**src/rtl/serial_arith_pkg.sv**
```systemverilog
// rtl/serial_arith_pkg.sv - shared types and constants for the bit-serial arithmetic blocks
package serial_arith_pkg;

    typedef enum logic [1:0] {
        IDLE  = 2'd0,
        SHIFT = 2'd1,
        DONE  = 2'd2
    } state_t;

    localparam int SUB_W = 8;

endpackage

```
**src/rtl/serial_subtractor_if.sv**
```systemverilog
// rtl/serial_subtractor_if.sv - operand/result handshake bundle for serial_subtractor
interface serial_subtractor_if
    import serial_arith_pkg::*;
#(
    parameter int W = SUB_W
);
    logic         in_valid;
    logic         in_ready;
    logic [W-1:0] a;
    logic [W-1:0] b;
    logic         out_valid;
    logic         out_ready;
    logic [W-1:0] diff;
    logic         borrow;
    logic         zero;

    modport slave (
        input  in_valid, a, b, out_ready,
        output in_ready, out_valid, diff, borrow, zero
    );

    modport master (
        output in_valid, a, b, out_ready,
        input  in_ready, out_valid, diff, borrow, zero
    );
endinterface

```
**src/rtl/half_subtractor.sv**
```systemverilog
// rtl/half_subtractor.sv - combinational half-subtractor cell, d = x - y with borrow-out
module half_subtractor (
    input  logic x,
    input  logic y,
    output logic d,
    output logic bo
);
    assign d  = x ^ y;
    assign bo = ~x & y;
endmodule

```
**src/rtl/serial_subtractor.sv**
```systemverilog
// rtl/serial_subtractor.sv - bit-serial unsigned subtractor, LSB first, one bit per clock
module serial_subtractor
    import serial_arith_pkg::*;
#(
    parameter int W = SUB_W
) (
    input  logic                clk,
    input  logic                rst_n,
    serial_subtractor_if.slave  bus
);
    localparam int             CW   = $clog2(W + 1);
    localparam logic [CW-1:0]  LAST = CW'(W - 1);

    state_t         state_q, state_d;
    logic [W-1:0]   a_q, b_q, res_q, res_d, diff_q;
    logic [CW-1:0]  cnt_q;
    logic           bin_q, borrow_q, zero_q;
    logic           d1, bo1, bit_d, bo2, bout, last_bit;

    // Full-subtractor bit cell: (a0 - b0) then minus the registered borrow-in
    half_subtractor u_hs_ab (.x(a_q[0]), .y(b_q[0]), .d(d1),    .bo(bo1));
    half_subtractor u_hs_bin(.x(d1),     .y(bin_q),  .d(bit_d), .bo(bo2));

    assign bout     = bo1 | bo2;
    assign last_bit = (cnt_q == LAST);
    assign res_d    = {bit_d, res_q[W-1:1]};

    always_ff @(posedge clk or negedge rst_n) begin
        if (!rst_n) begin
            state_q <= IDLE;
        end else begin
            state_q <= state_d;
        end
    end

    always_comb begin
        state_d = state_q;
        case (state_q)
            IDLE:    if (bus.in_valid)  state_d = SHIFT;
            SHIFT:   if (last_bit)      state_d = DONE;
            DONE:    if (bus.out_ready) state_d = IDLE;
            default:                    state_d = IDLE;
        endcase
    end

    always_comb begin
        bus.in_ready  = (state_q == IDLE);
        bus.out_valid = (state_q == DONE);
    end

    // Published results only move on the final bit, so DONE never shows a partial value
    always_ff @(posedge clk or negedge rst_n) begin
        if (!rst_n) begin
            a_q      <= '0;
            b_q      <= '0;
            res_q    <= '0;
            cnt_q    <= '0;
            bin_q    <= 1'b0;
            diff_q   <= '0;
            borrow_q <= 1'b0;
            zero_q   <= 1'b0;
        end else begin
            case (state_q)
                IDLE: begin
                    if (bus.in_valid) begin
                        a_q   <= bus.a;
                        b_q   <= bus.b;
                        bin_q <= 1'b0;
                        cnt_q <= '0;
                    end
                end
                SHIFT: begin
                    a_q   <= a_q >> 1;
                    b_q   <= b_q >> 1;
                    res_q <= res_d;
                    bin_q <= bout;
                    cnt_q <= cnt_q + CW'(1);
                    if (last_bit) begin
                        diff_q   <= res_d;
                        borrow_q <= bout;
                        zero_q   <= (res_d == '0);
                    end
                end
                default: ;
            endcase
        end
    end

    assign bus.diff   = diff_q;
    assign bus.borrow = borrow_q;
    assign bus.zero   = zero_q;
endmodule

```
**src/flat_wrapper.sv**
```systemverilog
// flat-port wrapper written by rule: the top's interface ports become plain ports
module serial_subtractor_flat import serial_arith_pkg::*;
#(
    parameter int W = SUB_W
)
  (clk, rst_n, bus_in_valid, bus_a, bus_b, bus_out_ready, bus_in_ready, bus_out_valid, bus_diff, bus_borrow, bus_zero);
  serial_subtractor_if #(.W(W)) bus_i ();
  input  logic clk;
  input  logic rst_n;
  input wire logic [$bits(bus_i.in_valid)-1:0] bus_in_valid;
  input wire logic [$bits(bus_i.a)-1:0] bus_a;
  input wire logic [$bits(bus_i.b)-1:0] bus_b;
  input wire logic [$bits(bus_i.out_ready)-1:0] bus_out_ready;
  output wire logic [$bits(bus_i.in_ready)-1:0] bus_in_ready;
  output wire logic [$bits(bus_i.out_valid)-1:0] bus_out_valid;
  output wire logic [$bits(bus_i.diff)-1:0] bus_diff;
  output wire logic [$bits(bus_i.borrow)-1:0] bus_borrow;
  output wire logic [$bits(bus_i.zero)-1:0] bus_zero;
  assign bus_i.in_valid = bus_in_valid;
  assign bus_i.a = bus_a;
  assign bus_i.b = bus_b;
  assign bus_i.out_ready = bus_out_ready;
  assign bus_in_ready = bus_i.in_ready;
  assign bus_out_valid = bus_i.out_valid;
  assign bus_diff = bus_i.diff;
  assign bus_borrow = bus_i.borrow;
  assign bus_zero = bus_i.zero;
  serial_subtractor #(.W(W)) u_core (.clk(clk), .rst_n(rst_n), .bus(bus_i));
endmodule
```
**config.mk**
```make
export PLATFORM = sky130hd
export DESIGN_NAME = serial_subtractor_flat
export DESIGN_NICKNAME = d
export VERILOG_FILES = /design/src/rtl/serial_arith_pkg.sv /design/src/rtl/serial_subtractor_if.sv /design/src/rtl/half_subtractor.sv /design/src/rtl/serial_subtractor.sv /design/src/flat_wrapper.sv
export SDC_FILE = /design/constraint.sdc
export NUM_CORES = 1
export LEC_CHECK = 0
export ABC_AREA = 1
export BUFFER_PORTS_ARGS = -buffer_cell sky130_fd_sc_hd__buf_2
export CAP_MARGIN = 20
export CORE_AREA = 2 2 80 63
export CTS_CLUSTER_DIAMETER = 150
export DETAILED_ROUTE_END_ITERATION = 12
export DIE_AREA = 0 0 82 65
export PLACE_DENSITY_LB_ADDON = 0.2
export SYNTH_ARGS = -nofsm -noshare
export SYNTH_HDL_FRONTEND = slang
export SYNTH_SLANG_ARGS = --single-unit
export TNS_END_PERCENT = 20
```
**constraint.sdc**
```tcl
create_clock -name clk -period 1.79 [get_ports clk]
set_input_delay 0.179 -clock clk [delete_from_list [all_inputs] [get_ports clk]]
set_output_delay 0.179 -clock clk [all_outputs]
set_load 0.03 [all_outputs]
```
### After elaboration in Yosys (flattened, before gate mapping)

Index checks and enable logic that the tools add are counted.
W data, S select, Z words.

| operators by class | value |
|---|---|
| add/sub/neg operators | 1 |
| $mul | 0 |
| div/mod/pow operators | 0 |
| order comparisons | 0 |
| equality and inequality tests | 6 |
| shift-type cells | 0 |
| multiplexer cells | 12 |
| bitwise logic cells | 7 |
| reduce and logical (&&, ||, !) cells | 6 |

Operator list:

| kind | count |
|---|---|
| $pmux W8 S2 | 2 |
| $mux W8 | 2 |
| $logic_not A8 Y1 | 1 |
| $pmux W4 S2 | 1 |
| $mux W2 | 3 |
| $pmux W2 S3 | 1 |
| $add A4 B1 Y4 const B | 1 |
| $eq A4 B3 Y1 const B | 1 |
| $mux W4 | 1 |
| $ne A2 B2 Y1 const B | 2 |
| $reduce_and A2 Y1 | 2 |
| $reduce_and A3 Y1 | 1 |
| $and A1 B1 Y1 | 2 |
| $eq A2 B1 Y1 const B | 1 |
| $eq A2 B2 Y1 const B | 1 |
| $logic_not A2 Y1 | 1 |
| $ne A2 B1 Y1 const B | 1 |
| $not A1 Y1 | 2 |
| $pmux W1 S2 | 1 |
| $reduce_bool A2 Y1 | 1 |
| $xor A1 B1 Y1 | 2 |
| $mux W1 | 1 |
| $or A1 B1 Y1 | 1 |

| word-level totals | value |
|---|---|
| register bits | 41 |
| latch bits | 0 |
| memory bits (writable) | 0 |
| bits in read-only memories | 0 |
| word-level logic and storage cells | 41 |
| memories kept | 0 |

### Longest topological paths before layout

| depth | value |
|---|---|
| depth in word-level cells | 5 |
| gate-level depth with buffers | 7 |
| depth with buffers taken out | 7 |

### Modules after synthesis

Synthesis repeated with hierarchy kept, for this count alone.

| unflattened totals | value |
|---|---|
| cells, all modules | 202 |
| area, all modules | 1820.5 sq um |

Modules (own cells, without submodules):

| module | instances | cells each | area each (sq um) |
|---|---|---|---|
| serial_subtractor | 1 | 196 | 1780.5 |
| half_subtractor | 2 | 3 | 20.0 |

### Least setup slack after synthesis

OpenSTA, ideal clock, no wires.

| timing path | value |
|---|---|
| kind | register to register |
| from | reg u_core.cnt_q[0] |
| to | reg u_core.diff_q[0] (netlist: u_core.bus.diff[0]) |
| setup time | 117 ps |
| arrival | 1123 ps |
| required time | 1673 ps |
| path slack | 550 ps |
| stages on the path, launching flop included | 8 |
| buffers on the path | 1 |
| clock period less this slack | 1240 ps |
| cell sequence | dfrtp_1 > ha_1 > nand2_1 > nor2_2 > nand2_2 > buf_6 > nand2_1 > nand2_1 |

| between the ends | value |
|---|---|
| longest elaborated chain between the ends | 2 |

Ends and longest elaborated chain:

| item | line | RTL |
|---|---|---|
| start: declaration | serial_subtractor.sv:16 | `logic [CW-1:0] cnt_q;` |
| start signal: assignment | serial_subtractor.sv:77 | `cnt_q <= cnt_q + CW'(1);` |
| $eq A4 B3 Y1 | serial_subtractor.sv:25 | `assign last_bit = (cnt_q == LAST);` |
| $reduce_and A2 Y1 (no line) | -- |  |
| end signal: assignment | serial_subtractor.sv:79 | `diff_q <= res_d;` |
| end: declaration | serial_subtractor.sv:15 | `logic [W-1:0] a_q, b_q, res_q, res_d, diff_q;` |

No other way between the ends.
A chain may end at the register's enable or synchronous reset.

### Final worst setup path

| timing path | value |
|---|---|
| from | reg u_core.state_q[0] |
| to | out bus_in_ready |

| between the ends | value |
|---|---|
| longest elaborated chain between the ends | 1 |

Ends and longest elaborated chain:

| item | line | RTL |
|---|---|---|
| start: declaration | serial_subtractor.sv:14 | `state_t state_q, state_d;` |
| start signal: assignment | serial_subtractor.sv:32 | `state_q <= state_d;` |
| $logic_not A2 Y1 | serial_subtractor.sv:47 | `bus.in_ready = (state_q == IDLE);` |
| end: declaration | flat_wrapper.sv:14 | `output wire logic [$bits(bus_i.in_ready)-1:0] bus_in_ready;` |

No other way between the ends.

==> results.cfg <==
[outcome]
status = completed

[synth]
synthesis.nets = 221
yosysTopAreaCell = dfrtp_1
ys_seq_elements = 40
yosys.area.top_type_share_pct = 56.10
syn-instance-count = 199
ys_types = 20
ys_warn_count = 0
ys_seq_area_share_pct = 56.10
synth_area_sq_um = 1784
synth_area_per_cell_sq_um = 8.966
synthTopCellsByArea = dfrtp_1, nand3_1, nand2_1

[clock_network]
numCtsBuffers = 5
cts_max_level = 2
cts_tree = yes
cts_buffer_depth = 2
ctsResizeCount = 0
path_clk_slew_ns = 0.07
root_buffer = clkbuf_8
insertion_delay_ns = 0.28
cts_hold_buf = 1
cts.sinks = 40
post_cts_buffers = 0

[timing]
worstMarginPinSlew_ns = 0.5000
finalMaxSlewViolations = 0
hold_viol_final = 0
maxSlewHeadroom_pct = 66.66
clock.fmax_ghz = 0.6895
period_needed_ns = 1.450
rsz0062_at_grt = false
finClkSkew_ns = 0.002743
setup_viol = 0
post-route-period-util_pct = 81.02
setup_tns_ns = 0

[setup_path]
cp.arrival_ns = 1.27
path_cells = nor2_1 -> buf_4 -> buf_2
critPathMaxStageDelay_ns = 0.44
required_ns = 1.61
cp_max_fo = 15
cpMaxStageDelayCell = dfrtp_1
endpoint_kind = primary output
worstSetupPathType = register to primary output
start_kind = register

[floorplan]
core_sq_um = 4624
rows = 22
ioPinCount = 32
start_util_pct = 38.58
dieWidth_um = 82
dieHeight_um = 65
dieArea_sq_um = 5330

[route]
drtAntennaViolNets = 0
viasPerCell = 4.868
drtIter0Drc = 92
avgRoutedWirePerCell_um = 11.99
first_pass_iters = 4
route.met3.wl_um = 187
vias = 1436
wl_met2_mm = 1.457
wirelength_mm = 3.537
dr.max_layer_used = met4
wl_met1_mm = 1.846
drc_errors = 0

[pwr]
peakVddDrop_mv = 0.5717
p_leak_nw = 1.066
power_density_nw_per_um2 = 1719

[finish]
fin_cells = 295
areaGrowthSynthToFinish_pct = 17.32
fillers = 478
design_area_sq_um = 2093
layout-drive-gt1-share_pct = 22.98
antenna_cells = 0
final_net_count = 256

[placed_design]
dpl-instance-area_sq_um = 1993
dpl.hpwl_mm = 2.391
placed_cells = 286
io_buffers = 31
gp_congestion = 0.8034

[global_routing]
grt_pass1_wl_mm = 6.196
antenna_found_initial = 0
grt_max_degree = 41
grt_overflow_total = 0
grt_util_all_layers_pct = 15.31
grt_pass1_vias = 1327

[min_path]
min_path_type = primary input to register

[flow_run]
cap_violations = 0
## cell families after synthesis
group / share of synthesized area [%]
AOI/OAI and AO/OA: 7.434
adders and majority gates: 1.823
buffers and inverters: 6.240
DFF: 56.10
and+or+nand+nor: 28.40
## power by group
group | internal, mW | switching, mW
clock | 0.314 | 0.295
sequential | 1.28 | 0.247
combinational | 0.498 | 0.965
total | 2.09 | 1.51
## cell type report
| class | count | area, sq um | share of cell area (%) |
|---|---|---|---|
| repair buffers | 38 | 210.2 | 10.04 |
| inverters | 12 | 45.04 | 2.152 |
| flip-flops and latches | 40 | 1001 | 47.82 |
| well taps | 60 | 75.07 | 3.586 |
| multi-input cells | 137 | 671.9 | 32.10 |
| clock buffers | 8 | 90.09 | 4.304 |
## critical path: cells and delay by family, from the launching register on
| kind | cells | cell delay (ns) |
|---|---|---|
| buffers and inverters | 2 | 0.42 |
| flip-flops | 1 | 0.44 |
| AND/OR/NAND/NOR | 1 | 0.12 |
## placed cells by master (no fill, tap or decap), drive strengths merged
cell         count
dfrtp           40
a21oi            1
buf             37
o22ai            1
nand2           51
inv             12
nand4            1
o21ai           16
dlygate4sd3      1
nand3           50
ha               1
fa               1
o21bai           1
clkbuf           8
nor2            13
o31ai            1
## cells in the mapped netlist, drive strengths merged
library cell,n
nand2,51
nand3,50
buf,9
o21bai,1
o22ai,1
ha,1
nand4,1
inv,12
dfrtp,40
clkbuf,1
o21ai,16
o31ai,1
a21oi,1
fa,1
nor2,13
## state kept, by name, indices dropped and copies added, names as in the netlist
name,flops
u_core.a_q,8
u_core.b_q,8
u_core.bus.diff,8
u_core.res_q,7
u_core.cnt_q,4
u_core.state_q,2
u_core.bin_q,1
u_core.bus.borrow,1
u_core.bus.zero,1
## through the flow
stage          utilization (%)  setup slack [ns]  hold slack, ns  power (mW)
2_1_floorplan                -            0.5500         -0.1166       2.646
3_3_place_gp             43.10            0.4052          0.2726       3.009
3_5_place_dp             43.10            0.3512          0.2656       3.024
4_1_cts                  45.27            0.3296         0.07403       3.640
5_1_grt                  45.27            0.1591         0.06648       3.932
6_report                 45.27            0.3398         0.07863       3.597
## path summary, 6_finish.rpt
check	from	end	slack [ns]	cells past startpoint
max in group asynchronous	rst_n	u_core.bus.diff[7]	0.97	3
hold / removal	bus_out_ready	u_core.state_q[1]	0.08	2
setup / recovery	u_core.state_q[0]	bus_in_ready	0.34	3
hold reg to reg	u_core.bus.diff[6]	u_core.bus.diff[6]	0.48	2
setup reg to reg	u_core.cnt_q[0]	u_core.bus.borrow	0.35	6
min in group asynchronous	rst_n	u_core.bus.diff[2]	0.47	3
## layer usage
metal / vias up / GRT usage, %
met5: - / 0
met1: 672 / 23.10
li1: 724 / -
met4: 0 / 5.000
met2: 34 / 21.34
met3: 6 / 3.760
No activity file was read; power rests on OpenSTA's default activity.
